$ cat src/rtl/loader_pkg.sv
// Shared types for the program loader: FSM state encoding and byte width.
package loader_pkg;
    localparam int BYTE_WIDTH = 8;

    typedef enum logic [2:0] {
        IDLE,
        ARM,
        RECV,
        WRITE,
        FINISH
    } loader_state_t;
endpackage

$ cat src/rtl/word_assembler.sv
// Big-endian byte-to-word shift register with a byte counter.
module word_assembler
    import loader_pkg::*;
#(
    parameter int DATA_WIDTH = 16
) (
    input  logic                  clk,
    input  logic                  rst_n,
    input  logic                  shift_i,
    input  logic                  clear_i,
    input  logic [7:0]            byte_i,
    output logic [DATA_WIDTH-1:0] word_o,
    output logic                  word_full_o
);
    localparam int WORD_BYTES = DATA_WIDTH / BYTE_WIDTH;
    localparam int CNT_W      = $clog2(WORD_BYTES + 1);

    logic [CNT_W-1:0]      cnt_q, cnt_d;
    logic [DATA_WIDTH-1:0] word_q, word_d;

    // Asserted on the shift that brings in the last byte of a word.
    assign word_full_o = shift_i && (cnt_q == CNT_W'(WORD_BYTES - 1));
    assign word_o      = word_q;

    always_comb begin
        word_d = word_q;
        cnt_d  = cnt_q;
        if (clear_i) begin
            cnt_d = '0;
        end else if (shift_i) begin
            word_d = (word_q << BYTE_WIDTH) | DATA_WIDTH'(byte_i);
            cnt_d  = word_full_o ? '0 : cnt_q + 1'b1;
        end
    end

    always_ff @(posedge clk or negedge rst_n) begin
        if (!rst_n) begin
            cnt_q  <= '0;
            word_q <= '0;
        end else begin
            cnt_q  <= cnt_d;
            word_q <= word_d;
        end
    end
endmodule

$ cat src/rtl/program_loader.sv
// Shares the program RAM port between instruction fetch and a byte-serial
// program download that writes consecutive words from address 0.
module program_loader
    import loader_pkg::*;
#(
    parameter int ADDR_WIDTH = 12,
    parameter int DATA_WIDTH = 16
) (
    input  logic                  clk,
    input  logic                  reset,
    input  logic                  load_req,
    input  logic [ADDR_WIDTH-1:0] load_len,
    input  logic                  abort,
    input  logic                  byte_valid,
    input  logic [7:0]            byte_data,
    output logic                  byte_ready,
    input  logic [ADDR_WIDTH-1:0] fetch_address,
    output logic [ADDR_WIDTH-1:0] mem_address,
    output logic [DATA_WIDTH-1:0] mem_data,
    output logic                  mem_write,
    output logic                  cpu_hold,
    output logic                  busy,
    output logic                  done,
    output logic                  aborted
);
    loader_state_t         state_q, state_d;
    logic [ADDR_WIDTH-1:0] ptr_q, ptr_d;
    logic [ADDR_WIDTH-1:0] rem_q, rem_d;
    logic                  aborted_q, aborted_d;
    logic                  asm_clear;
    logic                  asm_full;

    word_assembler #(
        .DATA_WIDTH(DATA_WIDTH)
    ) u_asm (
        .clk        (clk),
        .rst_n      (reset),
        .shift_i    (byte_valid && byte_ready),
        .clear_i    (asm_clear),
        .byte_i     (byte_data),
        .word_o     (mem_data),
        .word_full_o(asm_full)
    );

    always_comb begin
        state_d     = state_q;
        ptr_d       = ptr_q;
        rem_d       = rem_q;
        aborted_d   = aborted_q;
        asm_clear   = 1'b0;
        byte_ready  = 1'b0;
        mem_write   = 1'b0;
        cpu_hold    = 1'b1;
        busy        = 1'b1;
        done        = 1'b0;
        aborted     = 1'b0;
        mem_address = ptr_q;

        unique case (state_q)
            IDLE: begin
                cpu_hold    = 1'b0;
                busy        = 1'b0;
                mem_address = fetch_address;
                // A simultaneous abort is irrelevant here: the load wins.
                if (load_req) begin
                    rem_d     = load_len;
                    ptr_d     = '0;
                    aborted_d = 1'b0;
                    asm_clear = 1'b1;
                    state_d   = ARM;
                end
            end
            ARM: begin
                if (abort) begin
                    aborted_d = 1'b1;
                    state_d   = FINISH;
                end else if (rem_q == '0) begin
                    state_d = FINISH;
                end else begin
                    state_d = RECV;
                end
            end
            RECV: begin
                byte_ready = 1'b1;
                if (abort) begin
                    aborted_d = 1'b1;
                    state_d   = FINISH;
                end else if (asm_full) begin
                    state_d = WRITE;
                end
            end
            WRITE: begin
                // The write is issued even when abort arrives in this cycle.
                mem_write = 1'b1;
                ptr_d     = ptr_q + 1'b1;
                rem_d     = rem_q - 1'b1;
                if (abort) begin
                    aborted_d = 1'b1;
                    state_d   = FINISH;
                end else if (rem_q == ADDR_WIDTH'(1)) begin
                    state_d = FINISH;
                end else begin
                    state_d = RECV;
                end
            end
            FINISH: begin
                done    = 1'b1;
                aborted = aborted_q;
                state_d = IDLE;
            end
            default: state_d = IDLE;
        endcase
    end

    always_ff @(posedge clk or negedge reset) begin
        if (!reset) begin
            state_q   <= IDLE;
            ptr_q     <= '0;
            rem_q     <= '0;
            aborted_q <= 1'b0;
        end else begin
            state_q   <= state_d;
            ptr_q     <= ptr_d;
            rem_q     <= rem_d;
            aborted_q <= aborted_d;
        end
    end
endmodule

$ cat config.mk
export PLATFORM = sky130hd
export DESIGN_NAME = program_loader
export DESIGN_NICKNAME = d
export VERILOG_FILES = /design/src/rtl/loader_pkg.sv /design/src/rtl/word_assembler.sv /design/src/rtl/program_loader.sv
export SDC_FILE = /design/constraint.sdc
export NUM_CORES = 1
export LEC_CHECK = 0
export CAP_MARGIN = 20
export CORE_UTILIZATION = 48
export CTS_BUF_LIST = sky130_fd_sc_hd__clkbuf_16
export DETAILED_ROUTE_END_ITERATION = 16
export PLACE_DENSITY = 0.79
export SLEW_MARGIN = 20
export SYNTH_ARGS = -nofsm -noshare
export SYNTH_HDL_FRONTEND = slang
export SYNTH_SLANG_ARGS = --single-unit
$ cat constraint.sdc
create_clock -name clk -period 2.3 [get_ports clk]
set_input_delay 0.46 -clock clk [delete_from_list [all_inputs] [get_ports clk]]
set_output_delay 0.46 -clock clk [all_outputs]
set_load 0.05 [all_outputs]
==> results of run 1 <==
-- final timing paths --
| check | end | slack [ns] | from |
|---|---|---|---|
| setup / recovery | mem_address[5] | 0.15 | state_q[2]$_DFFE_PN0P_ |
| hold / removal | rem_q[8]$_DFFE_PN0P_ | 0.26 | reset |
| min in group clk | u_asm.cnt_q[1]$_DFFE_PN0P_ | 0.49 | u_asm.cnt_q[0]$_DFFE_PN0P_ |
| max in group asynchronous | u_asm.word_o[2]$_DFFE_PN0P_ | 1.63 | reset |
| hold reg to reg | u_asm.cnt_q[1]$_DFFE_PN0P_ | 0.49 | u_asm.cnt_q[0]$_DFFE_PN0P_ |
| setup reg to reg | rem_q[4]$_DFFE_PN0P_ | 0.43 | state_q[2]$_DFFE_PN0P_ |
-- final cells by class --
cell class / count / area, sq um
Timing Repair Buffer: 83 / 761
Clock inverter: 3 / 17.5
Sequential cell: 46 / 1150
Inverter: 7 / 26.3
Tap cell: 67 / 83.8
Fill cell: 390 / 1460
Multi-Input combinational cell: 170 / 1200
Clock buffer: 5 / 125
-- routing by layer --
layer,track usage,wire [um],vias up
met1,0.291,2540,1036
met3,0.0412,245,6
met5,0,0,-
met2,0.381,2950,55
li1,-,-,1026
met4,0.0769,72,0
-- cells by family after synthesis --
family,synth area share
xor+xnor,0.00356
flops,0.468
simple gates,0.182
mux,0.136
compound gates,0.140
buf+inv,0.0494
fa+ha+maj,0.0204
-- cell usage in the layout (no fill, tap or decap), types with 5 or more instances in the layout --
cell and n:
o21ai_0 17, nand3_1 7, nand2_1 21, inv_1 7, dfrtp_1 46, nor3_1 5
clkdlybuf4s50_1 51, and3_1 7, nor2_1 15, mux2_2 28, a21oi_1 11, clkbuf_16 5
buf_4 30, nand4_1 8
-- sequential cells by signal, summed over array words and instances, names as in the netlist --
signal / cells
u_asm.word_o: 16
ptr_q: 12
rem_q: 12
state_q: 3
u_asm.cnt_q: 2
aborted_q: 1
-- power by group through the flow --
| stage | logic, mW | registers (mW) | clock network [mW] |
|---|---|---|---|
| global route | 2.28 | 1.40 | 0.734 |
| CTS | 2.18 | 1.36 | 0.711 |
| floorplan | 1.02 | 1.80 | 0 |
| detailed placement | 2.16 | 1.37 | 0 |
| global placement | 2.13 | 1.35 | 0 |
| finish | 2.17 | 1.36 | 0.694 |
-- stage by stage --
stage	power, mW	area (sq um)
after floorplan	2.83	2460
after global placement	3.48	3220
after detailed placement	3.53	3220
after CTS	4.25	3360
after global routing	4.42	3360
final	4.22	3360
==> impl_metrics.toml, run 1 <==
[worst_setup_path]
worstSetupPathDepth = 4
criticalPathCategory = "flop to primary output"
path_cells = "nor3_2 -> buf_4 -> mux2_2 -> buf_4"
cp-end-kind = "primary output"
reg2reg_depth = 6
cp_slowest_cell = "dfrtp_1"
critPathLaunchType = "flop"
required_ns = 1.84
crit_fanout = 13
critPathMostFrequentCell = "buf_4"
crit_family = "flip-flops"
arrival_ns = 1.69
cp.buffers_inverters = 2
max_stage_delay_ns = 0.47

[sta]
timing.final.hold_violations = 0
setup_ws_ns = 0.147
fmax_mhz = 464
slew_headroom = 0.601
tns_ns = 0
rsz0062_at_grt = "no"
period_needed_ns = 2.15
fin_crit_sh = 0.936
tightest_slew_ns = 0.599
skew_ns = 0.00305
setup_violations = 0
timing.hold.ws_ns = 0.263
maxSlewViolCount = 0

[synthesis]
synth_edf_count = 0
postSynthCellCount = 237
synth_top_area_frac = 0.468
yosysSeqAreaShare = 0.468
ys_types = 46
yosysTopAreaCell = "dfrtp_1"
synth_area_sq_um = 2460
yosysMostFrequentCell = "dfrtp_1"
synthTopCellsByCount = "dfrtp_1 (46), mux2_2 (28), nand2_1 (21), o21ai_0 (17), nor2_1 (15)"
yosys-top-cells-area = "dfrtp_1 (47%), mux2_2 (13%), o21ai_0 (3.5%)"
syn_nets = 278
synth_warnings = 0
ys.flop_type = "dfrtp_1"
synth_seq_cells = 46
syn_area_per_cell_sq_um = 10.4
synthArstFlopShare = 1.00

[cells_and_area]
synthToLayoutAreaGrowth_pct = 36.7
fin_cells = 381
final_util = 0.698
fin_nets = 354
final_layout_size_suffix_gt1_frac = 0.252
antennaDiodeCount = 0

[power_and_ir_drop]
p_sw_mw = 1.90
leakagePower_nw = 1.49
pwr-share-clk = 0.164
p_per_area_nw_per_um2 = 1260
p_int_mw = 2.33
combPwrFrac = 0.513
p_sw_frac = 0.449
seqPwrFrac = 0.322
ir_drop_uv = 885

[clocking]
path_clk_slew_ns = 0.06
cts_hold_buf = 0
cts.root.buffer_cell = "clkbuf_16"
cts_sinks = 46
cts_buffer_depth = 2
postCtsSetupBuffers = 0
cts_tree = "built"
htreeDepth = 2
clk_latency_ns = 0.28
cts_resized = 0
numCtsBuffers = 5

[global_routing]
grt_max_degree = 47
grt.overflow.total = 0
grt_first_pass_wirelength_mm = 9.25
grt_usage = 0.225
first_global_vias = 1984
antenna_found_initial = 0

[place]
hpwlAfterDp_mm = 4.09
gp_congestion = 0.786
post-place-cells = 373
io_buffer_count = 70
pre_cts_ws_ns = 0.254

[detailed_routing]
drt-total-wl_mm = 5.81
route.vias.total = 2123
drt.antenna.violating_nets = 0
via_per_inst = 5.57
initialDrtViolationCount = 170
routed_wire_length_per_instance_um = 15.3
drc_errors = 0
drtPass1Iterations = 4

[floorplan]
rows = 25
dieWidth_um = 73.6
dieHeight_um = 73.6
dieArea_sq_um = 5410
start_util = 0.510
core_sq_um = 4820
pin_count = 71

[hold_path]
hp-class = "primary input to async pin"

[flow_run]
maxCapViolCount = 0

[outcome]
status = "completed"
Power figures use the tool's default switching activity.
==> run 2, diff against run 1 <==
--- a/config.mk
+++ b/config.mk
@@ -8,6 +8,7 @@
 export CAP_MARGIN = 20
 export CORE_UTILIZATION = 48
 export CTS_BUF_LIST = sky130_fd_sc_hd__clkbuf_16
+export CTS_CLUSTER_DIAMETER = 40
 export DETAILED_ROUTE_END_ITERATION = 16
 export PLACE_DENSITY = 0.79
 export SLEW_MARGIN = 20
==> results of run 2 <==
Final layout, timing and power as in run 1 (identical DEF).
